$ cat config.mk
export PLATFORM = sky130hd
export DESIGN_NAME = memlcd_line_serializer
export DESIGN_NICKNAME = d
export VERILOG_FILES = /design/src/rtl/memlcd_line_serializer.sv
export SDC_FILE = /design/constraint.sdc
export NUM_CORES = 1
export LEC_CHECK = 0
export BUFFER_PORTS_ARGS = -buffer_cell sky130_fd_sc_hd__buf_2
export CAP_MARGIN = 20
export CORE_UTILIZATION = 60
export CTS_CLUSTER_SIZE = 40
export DETAILED_ROUTE_END_ITERATION = 7
export HOLD_SLACK_MARGIN = 0.15
export PLACE_DENSITY_LB_ADDON = 0.2
export SLEW_MARGIN = 10
export SYNTH_ARGS = -nofsm -noshare
export SYNTH_HDL_FRONTEND = slang
export SYNTH_SLANG_ARGS = --single-unit
$ cat constraint.sdc
create_clock -name clk -period 2.8 [get_ports clk]
set_clock_uncertainty 0.15 [all_clocks]
set_input_delay 0.42 -clock clk [delete_from_list [all_inputs] [get_ports clk]]
set_output_delay 0.42 -clock clk [all_outputs]
set_load 0.005 [all_outputs]
$ cat src/rtl/memlcd_line_serializer.sv
// Sharp memory-LCD 3-wire serializer: one multi-line data-update command per start,
// streaming frame-buffer words LSB-first with a one-word prefetch ahead of the shifter.
module memlcd_line_serializer #(
  parameter int LINE_PIXELS = 400,
  parameter int LINES       = 240,
  parameter int WORD_W      = 16,
  parameter int SCLK_DIV    = 4,
  parameter int SCS_SETUP   = 16,
  parameter int SCS_HOLD    = 16
) (
  input  logic              clk,
  input  logic              rst_n,
  input  logic              start,
  input  logic [7:0]        start_line,
  input  logic [7:0]        end_line,
  input  logic              vcom,
  output logic              busy,
  output logic              done,
  output logic              fb_rd,
  output logic [7:0]        fb_line,
  output logic [7:0]        fb_word,
  input  logic [WORD_W-1:0] fb_data,
  output logic              lcd_sclk,
  output logic              lcd_si,
  output logic              lcd_scs
);

  localparam int BIT_W = $clog2(LINE_PIXELS + 1);
  localparam int WB_W  = (WORD_W > 1) ? $clog2(WORD_W) : 1;
  localparam int DIV_W = $clog2(2 * SCLK_DIV);
  localparam int CMAX  = (SCS_SETUP > SCS_HOLD) ? SCS_SETUP : SCS_HOLD;
  localparam int CNT_W = $clog2(CMAX + 1);
  localparam int SH_W  = (WORD_W > 8) ? WORD_W : 8;
  localparam int WPL   = LINE_PIXELS / WORD_W;

  typedef enum logic [3:0] {
    S_IDLE, S_SETUP, S_MODE, S_ADDR, S_DATA, S_DUMMY, S_TRAILER, S_HOLD, S_DONE
  } state_t;

  state_t            r_state, w_state_nxt;
  logic [DIV_W-1:0]  r_div, w_div_nxt;
  logic [CNT_W-1:0]  r_cnt, w_cnt_nxt;
  logic [BIT_W-1:0]  r_bit, w_bit_nxt;
  logic [WB_W-1:0]   r_wbit, w_wbit_nxt;
  logic [SH_W-1:0]   r_sh, w_sh_nxt;
  logic [WORD_W-1:0] r_fbbuf;
  logic              r_rd_d;
  logic [7:0]        r_line, w_line_nxt;
  logic [7:0]        r_end, w_end_nxt;
  logic              r_vcom, w_vcom_nxt;
  logic              r_fb_rd, w_fb_rd_nxt;
  logic [7:0]        r_fb_line, w_fb_line_nxt;
  logic [7:0]        r_fb_word, w_fb_word_nxt;
  logic              r_sclk, w_sclk_nxt;
  logic              r_scs, w_scs_nxt;

  logic              w_bit_end;
  logic              w_in_bits;
  logic              w_nxt_in_bits;
  logic              w_range_bad;
  logic [7:0]        w_line_inc;
  logic [7:0]        w_line_inc2;

  assign w_bit_end     = (r_div == DIV_W'(2 * SCLK_DIV - 1));
  assign w_in_bits     = r_state inside {S_MODE, S_ADDR, S_DATA, S_DUMMY, S_TRAILER};
  assign w_nxt_in_bits = w_state_nxt inside {S_MODE, S_ADDR, S_DATA, S_DUMMY, S_TRAILER};
  assign w_range_bad   = (start_line > end_line) || (int'(end_line) >= LINES);
  assign w_line_inc    = r_line + 8'd1;
  assign w_line_inc2   = r_line + 8'd2;

  always_ff @(posedge clk or negedge rst_n) begin
    if (!rst_n) begin
      r_state   <= S_IDLE;
      r_div     <= '0;
      r_cnt     <= '0;
      r_bit     <= '0;
      r_wbit    <= '0;
      r_sh      <= '0;
      r_fbbuf   <= '0;
      r_rd_d    <= 1'b0;
      r_line    <= '0;
      r_end     <= '0;
      r_vcom    <= 1'b0;
      r_fb_rd   <= 1'b0;
      r_fb_line <= '0;
      r_fb_word <= '0;
      r_sclk    <= 1'b0;
      r_scs     <= 1'b0;
    end else begin
      r_state   <= w_state_nxt;
      r_div     <= w_div_nxt;
      r_cnt     <= w_cnt_nxt;
      r_bit     <= w_bit_nxt;
      r_wbit    <= w_wbit_nxt;
      r_sh      <= w_sh_nxt;
      r_rd_d    <= r_fb_rd;
      if (r_rd_d) r_fbbuf <= fb_data;
      r_line    <= w_line_nxt;
      r_end     <= w_end_nxt;
      r_vcom    <= w_vcom_nxt;
      r_fb_rd   <= w_fb_rd_nxt;
      r_fb_line <= w_fb_line_nxt;
      r_fb_word <= w_fb_word_nxt;
      r_sclk    <= w_sclk_nxt;
      r_scs     <= w_scs_nxt;
    end
  end

  always_comb begin
    w_state_nxt   = r_state;
    w_div_nxt     = r_div;
    w_cnt_nxt     = r_cnt;
    w_bit_nxt     = r_bit;
    w_wbit_nxt    = r_wbit;
    w_sh_nxt      = r_sh;
    w_line_nxt    = r_line;
    w_end_nxt     = r_end;
    w_vcom_nxt    = r_vcom;
    w_fb_rd_nxt   = 1'b0;
    w_fb_line_nxt = r_fb_line;
    w_fb_word_nxt = r_fb_word;
    w_scs_nxt     = r_scs;

    // Shared bit-cell engine: the shifter advances once per completed bit.
    if (w_in_bits) begin
      w_div_nxt = w_bit_end ? '0 : r_div + 1'b1;
      if (w_bit_end) begin
        w_sh_nxt  = r_sh >> 1;
        w_bit_nxt = r_bit + 1'b1;
      end
    end

    case (r_state)
      S_IDLE: begin
        if (start) begin
          if (w_range_bad) begin
            w_state_nxt = S_DONE;
          end else begin
            w_state_nxt = S_SETUP;
            w_line_nxt  = start_line;
            w_end_nxt   = end_line;
            w_vcom_nxt  = vcom;
            w_cnt_nxt   = '0;
            w_scs_nxt   = 1'b1;
          end
        end
      end
      S_SETUP: begin
        if (r_cnt == CNT_W'(SCS_SETUP - 1)) begin
          w_state_nxt = S_MODE;
          w_div_nxt   = '0;
          w_bit_nxt   = '0;
          w_sh_nxt    = SH_W'({r_vcom, 1'b1});
        end else begin
          w_cnt_nxt = r_cnt + 1'b1;
        end
      end
      S_MODE: begin
        if (w_bit_end && r_bit == BIT_W'(7)) begin
          w_state_nxt   = S_ADDR;
          w_bit_nxt     = '0;
          w_sh_nxt      = SH_W'(w_line_inc);
          w_fb_rd_nxt   = 1'b1;
          w_fb_line_nxt = r_line;
          w_fb_word_nxt = '0;
        end
      end
      S_ADDR: begin
        if (w_bit_end && r_bit == BIT_W'(7)) begin
          w_state_nxt = S_DATA;
          w_bit_nxt   = '0;
          w_wbit_nxt  = '0;
          w_sh_nxt    = SH_W'(r_fbbuf);
        end
      end
      S_DATA: begin
        if (w_bit_end) begin
          w_wbit_nxt = r_wbit + 1'b1;
          // Fetch the next word as the last bit of this one starts.
          if (r_wbit == WB_W'(WORD_W - 2) && r_fb_word != 8'(WPL - 1)) begin
            w_fb_rd_nxt   = 1'b1;
            w_fb_word_nxt = r_fb_word + 8'd1;
          end
          if (r_wbit == WB_W'(WORD_W - 1)) begin
            w_wbit_nxt = '0;
            w_sh_nxt   = SH_W'(r_fbbuf);
          end
          if (r_bit == BIT_W'(LINE_PIXELS - 1)) begin
            w_state_nxt = S_DUMMY;
            w_bit_nxt   = '0;
            w_sh_nxt    = '0;
          end
        end
      end
      S_DUMMY: begin
        if (w_bit_end && r_bit == BIT_W'(7)) begin
          w_bit_nxt = '0;
          if (r_line == r_end) begin
            w_state_nxt = S_TRAILER;
          end else begin
            w_state_nxt   = S_ADDR;
            w_line_nxt    = w_line_inc;
            w_sh_nxt      = SH_W'(w_line_inc2);
            w_fb_rd_nxt   = 1'b1;
            w_fb_line_nxt = w_line_inc;
            w_fb_word_nxt = '0;
          end
        end
      end
      S_TRAILER: begin
        if (w_bit_end && r_bit == BIT_W'(7)) begin
          w_state_nxt = S_HOLD;
          w_cnt_nxt   = '0;
          w_sh_nxt    = '0;
        end
      end
      S_HOLD: begin
        if (r_cnt == CNT_W'(SCS_HOLD - 1)) begin
          w_state_nxt = S_DONE;
          w_scs_nxt   = 1'b0;
        end else begin
          w_cnt_nxt = r_cnt + 1'b1;
        end
      end
      S_DONE: begin
        w_state_nxt = S_IDLE;
      end
      default: begin
        w_state_nxt = S_IDLE;
        w_scs_nxt   = 1'b0;
      end
    endcase

    w_sclk_nxt = w_nxt_in_bits && (w_div_nxt >= DIV_W'(SCLK_DIV));
  end

  // busy spans exactly the chip-select window; rejected starts never raise it.
  assign busy     = r_scs;
  assign done     = (r_state == S_DONE);
  assign fb_rd    = r_fb_rd;
  assign fb_line  = r_fb_line;
  assign fb_word  = r_fb_word;
  assign lcd_sclk = r_sclk;
  assign lcd_si   = r_sh[0];
  assign lcd_scs  = r_scs;

endmodule

# Word-level counts from Yosys, hierarchy flattened
# Index checks and enable logic that the tools add are counted.
# classes
eq_ne	32
bitwise_logic	2
order_cmp	3
mux	67
n_addsub	7
n_reduce_logical	22
# op_table
cell	count
2-to-1 mux 16 bit	11
one-hot mux 16 bit (6 select lines)	1
2-to-1 mux 8 bit	10
2-to-1 mux 9 bit	6
2-to-1 mux 4 bit	13
one-hot mux 4 bit (8 select lines)	1
one-hot mux 8 bit (2 select lines)	2
== test 4 x 3 -> 1 bit (second input constant)	7
one-hot mux 9 bit (3 select lines)	1
one-hot mux 8 bit (3 select lines)	1
2-to-1 mux 5 bit	4
adder 8 x 1 -> 8 bit (second input constant)	2
== test 4 x 2 -> 1 bit (second input constant)	4
2-to-1 mux 3 bit	5
one-hot mux 5 bit (3 select lines)	1
== test 4 bit (second input constant)	3
inequality test 2 bit (second input constant)	6
inequality test 2 x 1 -> 1 bit (second input constant)	5
AND reduction 5 bit	2
nonzero test 5 bit	2
adder 9 x 1 -> 9 bit (second input constant)	1
== test 9 x 3 -> 1 bit (second input constant)	1
== test 9 bit (second input constant)	1
adder 8 x 2 -> 8 bit (second input constant)	1
26 further kinds	42
# word_totals
register_bits	94
wordCells	149
out_inout_bits	22

# Longest topological paths before layout
# Gate-level depths: netlist of the first run.
# depth
ltp_word	8
mapped_depth	11

# Least setup slack after synthesis of the first run
# Ideal clock, no wire load.
# synth_timing
path_type	input -> register
startpoint	input port end_line[1]
endpoint	register r_line[4]
setup_ps	121
stages	10
required_time_ps	2529
arrival_ps	2155
slack_ps	373
path_buffers	2
path_cell_list	inv_1 ha_1 nor2b_1 o211ai_1 a21oi_1 a2111o_1 clkbuf_1 and2_0 buf_2 o22a_1
# synth_between
elab_chain_cells	4
elab_cells_between_ends	5
cone_classes	order compare: 2; eq/ne: 1; reduce/logical: 2
# synth_rtl
item	line_no	rtl
start, declared	15	input logic [7:0] end_line,
greater-than comparator 8 bit / greater-or-equal comparator 8 bit (equally long branches)	67	assign w_range_bad = (start_line > end_line) || (int'(end_line) >= LINES);
logical OR 1 bit *	67	
inequality test 2 bit (no line) *	n/a	
AND reduction 5 bit (no line) *	n/a	
end signal, assigned	98	r_line <= w_line_nxt;
end, declared	48	logic [7:0] r_line, w_line_nxt;
# Mark *: on every way between the ends. The rest lies on a longest branch, timed or not.
# A chain may end at the register's enable or synchronous reset.

# Worst setup path in the final report of the first run
# layout_timing
startpoint	register r_state[2]
endpoint	register r_sh[7]
# layout_between
elab_chain_cells	7
elab_cells_between_ends	18
cone_classes	eq/ne: 6; mux: 11; reduce/logical: 1
# layout_rtl
item	line_no	rtl
start, declared	40	state_t r_state, w_state_nxt;
start signal, assigned	90	r_state <= w_state_nxt;
== test 4 x 2 -> 1 bit / == test 4 x 3 -> 1 bit (equally long branches)	65, 133	
nonzero test 5 bit	65	assign w_in_bits = r_state inside {S_MODE, S_ADDR, S_DATA, S_DUMMY, S_TRAILER};
2-to-1 mux 16 bit	125	if (w_in_bits) begin
2-to-1 mux 16 bit	184	if (r_wbit == WB_W'(WORD_W - 1)) begin
2-to-1 mux 16 bit	188	if (r_bit == BIT_W'(LINE_PIXELS - 1)) begin
2-to-1 mux 16 bit	177	if (w_bit_end) begin
one-hot mux 16 bit (6 select lines) *	133	case (r_state)
via w_sh_nxt[7]	45	logic [SH_W-1:0] r_sh, w_sh_nxt;
end signal, assigned	95	r_sh <= w_sh_nxt;
end, declared	45	
# Mark *: on every way through the listed nets, which the timed path passes. The rest lies on a longest branch.

==> flow_summary_export.csv, run 1 <==
group,metric,value,unit
sta,tns,0,ps
floorplanning,ios,58,
sta,final_hold_viol_count,0,
critical_path,worstSetupPathType,"reg -> reg",
floorplanning,die_h,98.9,µm
floorplanning,dieWidth,98.9,µm
yosys,syn-mean-instance-area,9.40,µm²
yosys,ys.flop_type,"dfrtp_1",
placed_design,hpwlAfterDp,10100,µm
yosys,synth_edf_count,0,
sta,setup-violations-final,0,
clocking,clk_latency,370,ps
power_and_ir_drop,power.total,4.07,mW
critical_path,crit_arrival,2670,ps
critical_path,startpoint_type,"register",
yosys,ys_types,74,
critical_path,cp.depth,7,
routing,ant_nets,0,
critical_path,crit_chain,"or2_1 -> and3_1 -> buf_4 -> mux2i_1 -> nand2_1 -> a21oi_1 -> o211ai_1",
critical_path,cp_top_family,"simple AND/OR/NAND/NOR gates",
sta,slew_violations,0,
placed_design,dp.cells,752,
sta,max-slew-margin-rel,51.9,%
critical_path,endpoint,"r_sh[7]",
power_and_ir_drop,p_leak,3.00,nW
critical_path,r2r_end,"r_sh[7]",
clocking,cts_max_level,3,
critical_path,ff2ff_setup_slack,220,ps
finish,finalNonFillerCells,787,
grt,grt_overflow,0,
clocking,cts_root_buffer,"clkbuf_8",
yosys,seq_area_frac_synth,41.8,%
sta,rsz0062_at_grt,"no",
sta,setup_ws,216,ps
critical_path,critPathMaxFanout,14,
yosys,synth.top_cell.area_share,41.8,%
finish,layout_common_cells,"94 x dfrtp_1, 65 x nand2_1, 56 x buf_2, 42 x nor2_1, 31 x a21oi_1",
placed_design,pre_cts_ws,144,ps
routing,drc_errors,0,
yosys,synth_area_leaders,"dfrtp_1 42%, xor2_1 4.5%, nand2_1 4.3%",
grt,grt_pass1_vias,4644,
finish,final_util,72.7,%
critical_path,cp.buffers_inverters,1,
grt,antenna_found_initial,0,
yosys,synthesis.nets,654,
routing,drt_iter0_drc,319,
floorplanning,start_util,63.4,%
critical_path,required,2880,ps
clocking,cts.sinks,94,
floorplanning,die_area,9780,µm²
critical_path,endpoint_kind,"register",
sta,finalCritPeriodShare,92.3,%
routing,wl,13500,µm
critical_path,critPathMaxStageDelay,660,ps
sta,period_needed,2580,ps
floorplanning,fp-row-count,34,
status,outcome,"complete, no violations",
placed_design,numPortBuffers,57,
yosys,yosys_warnings,0,
grt,grt.total_usage,29.4,%
routing,vias,4849,
floorplanning,coreArea,8890,µm²
critical_path,worstSetupStartpoint,"r_state[2]",
routing,via_per_inst,6.16,
finish,drive_gt1_share,20.2,%
clocking,cts_tree,"yes",
power_and_ir_drop,power_density,630,nW/µm²
sta,fmax,0.387,GHz
finish,area_growth,14.7,%
routing,dr.pass1.iters,6,
power_and_ir_drop,vdd.ir_drop.worst,424,µV
yosys,async_flop_share,100,%
grt,grt_pass1_wl,22700,µm
critical_path,crit_slowest_cell,"dfrtp_1",
yosys,yosysTopAreaCell,"dfrtp_1",
finish,n_antenna_cell,0,
yosys,netlist_area,5630,µm²
yosys,ys_seq_elements,94,
grt,grt_start_max_net_pins,54,
worst_hold_path,min_path_type,"in -> reg",
clocking,cts.clk_slew.worst_paths,100,ps
critical_path,reg2reg_depth,7,
finish,num-nets-final,729,
flow_run,cap_violations,0,
critical_path,r2r-start,"r_state[2]",
finish,final_common_cell,"dfrtp_1",
yosys,netlist_instances,599,
routing,wl_per_cell,17.1,µm
clocking,clockBufferDepth,2,
sta,tightest_slew,722,ps
clocking,cts_buffers,9,
placed_design,place.gp.congestion,0.903,
[Yosys cell counts (all sizes together), types with 4 or more instances]
cell and count:
o21ai 47, nor4 5, xnor2 12, xor2 29
nand2 66, and2 8, a21oi 33, a21o 4
mux2i 15, clkbuf 15, o211ai 7, mux2 19
nand3 19, inv 22, ha 19, nor2b 7
nor3 8, buf 23, a22oi 7, a31oi 11
nand4 18, o22a 5, nor2 43, dfrtp 94
and3 15
[repair_timing]
action	in CTS	in global routing
hold buffers	18	0
hold endpoints to repair	58	0
setup buffers	0	1
resized for setup	0	1
endpoints found under the setup margin	0	6
[registers in the layout, indices dropped and copies added, names as in the netlist]
name      flops
busy          1
fb_line       8
fb_rd         1
fb_word       8
lcd_sclk      1
r_bit         9
r_cnt         5
r_div         3
r_end         8
r_fbbuf      16
r_line        8
r_rd_d        1
r_sh         16
r_state       4
r_vcom        1
r_wbit        4
[worst min path at each step]
stage | from | cells past startpoint | endpoint | slack [ps]
after detailed placement | fb_rd | 0 | r_rd_d | 200
final | vcom | 2 | r_vcom | 150
after floorplan | rst_n | 0 | busy | -30
after global routing | vcom | 2 | r_vcom | 150
after CTS | vcom | 2 | r_vcom | 150
after global placement | fb_rd | 0 | r_rd_d | 210
[power by group]
part / internal (mW) / switching, mW / leakage [nW]
clock network: 0.342 / 0.523 / 0.0963
registers: 1.54 / 0.264 / 1.26
logic: 0.612 / 0.791 / 1.65
total: 2.49 / 1.58 / 3.00
[per-stage QoR]
step	cell area [µm²]	hold slack, ps
global route	6460	152
CTS	6450	151
detailed placement	6080	205
global placement	6080	206
floorplan	5630	-25.6
finish	6460	151
[logic make-up after synthesis]
family / after synthesis / share of synthesized area, %
AND/OR/NAND/NOR: 201 / 18.6
AO/OA/AOI/OAI: 150 / 17.9
flip-flops: 94 / 41.8
buffers and inverters: 60 / 4.66
XOR/XNOR: 41 / 6.37
multiplexers: 34 / 6.46
adder cells (fa/ha/maj): 19 / 4.22
[cell type report]
type	count	area, µm²
tap	108	135
inverter	22	82.6
clock buffer	9	124
multi-input combinational	445	3020
sequential	94	2350
timing repair buffer	102	683
clock inverter	7	63.8
fill	690	2430
[layer usage]
metal,track usage (%),vias up,routed length (µm)
met3,2.91,19,781
met1,42.2,2356,6070
met5,0,-,0
met2,47.7,180,6460
li1,-,2294,-
met4,8.50,0,178
No activity file was read; power rests on OpenSTA's default activity.
==> run 2: changes to the inputs <==
Settings changed: CAP_MARGIN 20 to 30.
Clock period 2.8 ns to 2.9 ns, I/O delays scaled along.
==> flow_summary_export.csv, run 2 (synthesis results as in run 1) <==
group,metric,value,unit
clocking,cts_max_level,3,
clocking,cts.sinks,94,
placed_design,place_area,6060,µm²
critical_path,required,3000,ps
floorplanning,dieWidth,98.9,µm
sta,finalCritPeriodShare,90.6,%
clocking,clk_latency,360,ps
placed_design,hpwlAfterDp,10100,µm
floorplanning,die_h,98.9,µm
critical_path,critPathMaxStageDelay,440,ps
floorplanning,ios,58,
clocking,postCtsHoldBufs,11,
critical_path,r2r-start,"r_bit[0]",
critical_path,cp_top_family,"simple AND/OR/NAND/NOR gates",
routing,vias,4916,
grt,grt_pass1_vias,4720,
finish,final_util,71.7,%
power_and_ir_drop,p_leak,2.96,nW
floorplanning,start_util,63.4,%
critical_path,endpoint,"r_sh[4]",
clocking,clockBufferDepth,2,
routing,ant_nets,0,
sta,fmax,0.380,GHz
critical_path,crit_chain,"ha_1 -> nor4b_4 -> a41oi_1 -> or3_4 -> a21oi_4 -> a31oi_1 -> or3_1",
flow_run,cap_violations,0,
sta,max-slew-margin-rel,51.7,%
finish,num-nets-final,718,
routing,drc_errors,0,
critical_path,ff2ff_setup_slack,270,ps
critical_path,crit_slowest_cell,"or3_4",
routing,wl,13900,µm
clocking,postCtsResizedCells,0,
sta,tns,0,ps
clocking,cts.clk_slew.worst_paths,100,ps
routing,via_per_inst,6.34,
sta,rsz0062_at_grt,"no",
sta,period_needed,2630,ps
sta,slew_violations,0,
critical_path,endpoint_kind,"register",
finish,layout_common_cells,"94 x dfrtp_1, 65 x nand2_1, 56 x buf_2, 42 x nor2_1, 31 x a21oi_1",
clocking,cts_tree,"yes",
floorplanning,die_area,9780,µm²
power_and_ir_drop,vdd.ir_drop.worst,487,µV
finish,stdcell_area,6380,µm²
critical_path,cp.buffers_inverters,0,
sta,final_hold_viol_count,0,
sta,tightest_slew,725,ps
critical_path,critPathMaxFanout,6,
grt,grt_overflow,0,
critical_path,worstSetupStartpoint,"r_bit[0]",
worst_hold_path,min_path_type,"in -> reg",
finish,drive_gt1_share,19.8,%
power_and_ir_drop,power_density,624,nW/µm²
placed_design,pre_cts_ws,305,ps
grt,grt_start_max_net_pins,51,
critical_path,reg2reg_depth,7,
grt,antenna_found_initial,0,
floorplanning,coreArea,8890,µm²
placed_design,place.gp.congestion,0.890,
finish,top_regs,"r_fbbuf x16, r_sh x16, r_bit x9",
critical_path,cp.depth,7,
routing,drt_iter0_drc,398,
floorplanning,fp-row-count,34,
finish,n_antenna_cell,0,
routing,wl_per_cell,17.9,µm
placed_design,numPortBuffers,57,
sta,setup-violations-final,0,
finish,final_common_cell,"dfrtp_1",
clocking,cts_setup_buffers,0,
power_and_ir_drop,power.total,3.98,mW
critical_path,worstSetupPathType,"reg -> reg",
clocking,cts_buffers,9,
routing,dr.pass1.iters,5,
status,outcome,"complete, no violations",
critical_path,startpoint_type,"register",
critical_path,r2r_end,"r_sh[4]",
clocking,cts_root_buffer,"clkbuf_8",
grt,grt_pass1_wl,23300,µm
sta,setup_ws,272,ps
grt,grt.total_usage,30.2,%
critical_path,crit_arrival,2730,ps
finish,area_growth,13.2,%
[run 2: changes by cell type in the layout (fill, tap and decap cells not counted), sizes merged]
cell / before / now
inv: 25 / 23
bufinv: 0 / 1
dlygate4sd3: 18 / 11
buf: 84 / 80
clkbuf: 9 / 10
[run 2: final cells by class]
| class | instances | area [µm²] |
|---|---|---|
| clock buffer | 10 | 138 |
| clock inverter | 6 | 70.1 |
| fill | 676 | 2510 |
| inverter | 22 | 82.6 |
| multi-input combinational | 445 | 3020 |
| sequential | 94 | 2350 |
| tap | 108 | 135 |
| timing repair buffer | 91 | 583 |
[run 2: how the worst min path moves through the flow]
stage                     start     endpoint  slack, ps  depth (start not counted)
global route        fb_data[14]  r_fbbuf[14]        150                          2
detailed placement        fb_rd       r_rd_d        200                          0
floorplan                 rst_n         busy        -10                          0
finish               fb_data[1]   r_fbbuf[1]        160                          2
CTS                  fb_data[6]   r_fbbuf[6]        150                          3
global placement          fb_rd       r_rd_d        200                          0
[run 2: worst reg2reg max path: stages (launching register included)]
cell and delay (ps):
dfrtp_1 430, ha_1 260, nor4b_4 320, a41oi_1 160
or3_4 440, a21oi_4 250, a31oi_1 130, or3_1 380
[run 2: routing by layer]
layer | routed length [µm] | global-route usage, % | vias to the layer above
met3 | 855 | 3.62 | 30
met4 | 297 | 10.7 | 0
met1 | 6320 | 43.4 | 2406
met5 | 0 | 0 | -
li1 | - | - | 2278
met2 | 6380 | 47.3 | 202
[run 2: report_power, final]
group	switching [mW]	internal, mW	leakage [nW]	total (mW)
sequential	0.264	1.48	1.26	1.75
clock	0.482	0.429	0.107	0.911
combinational	0.755	0.564	1.60	1.32
[run 2: stage by stage]
step | hold slack, ps | std cells
2_1_floorplan | -10.6 | 599
3_3_place_gp | 204 | 749
3_5_place_dp | 204 | 749
4_1_cts | 150 | 776
5_1_grt | 151 | 776
6_report | 160 | 776
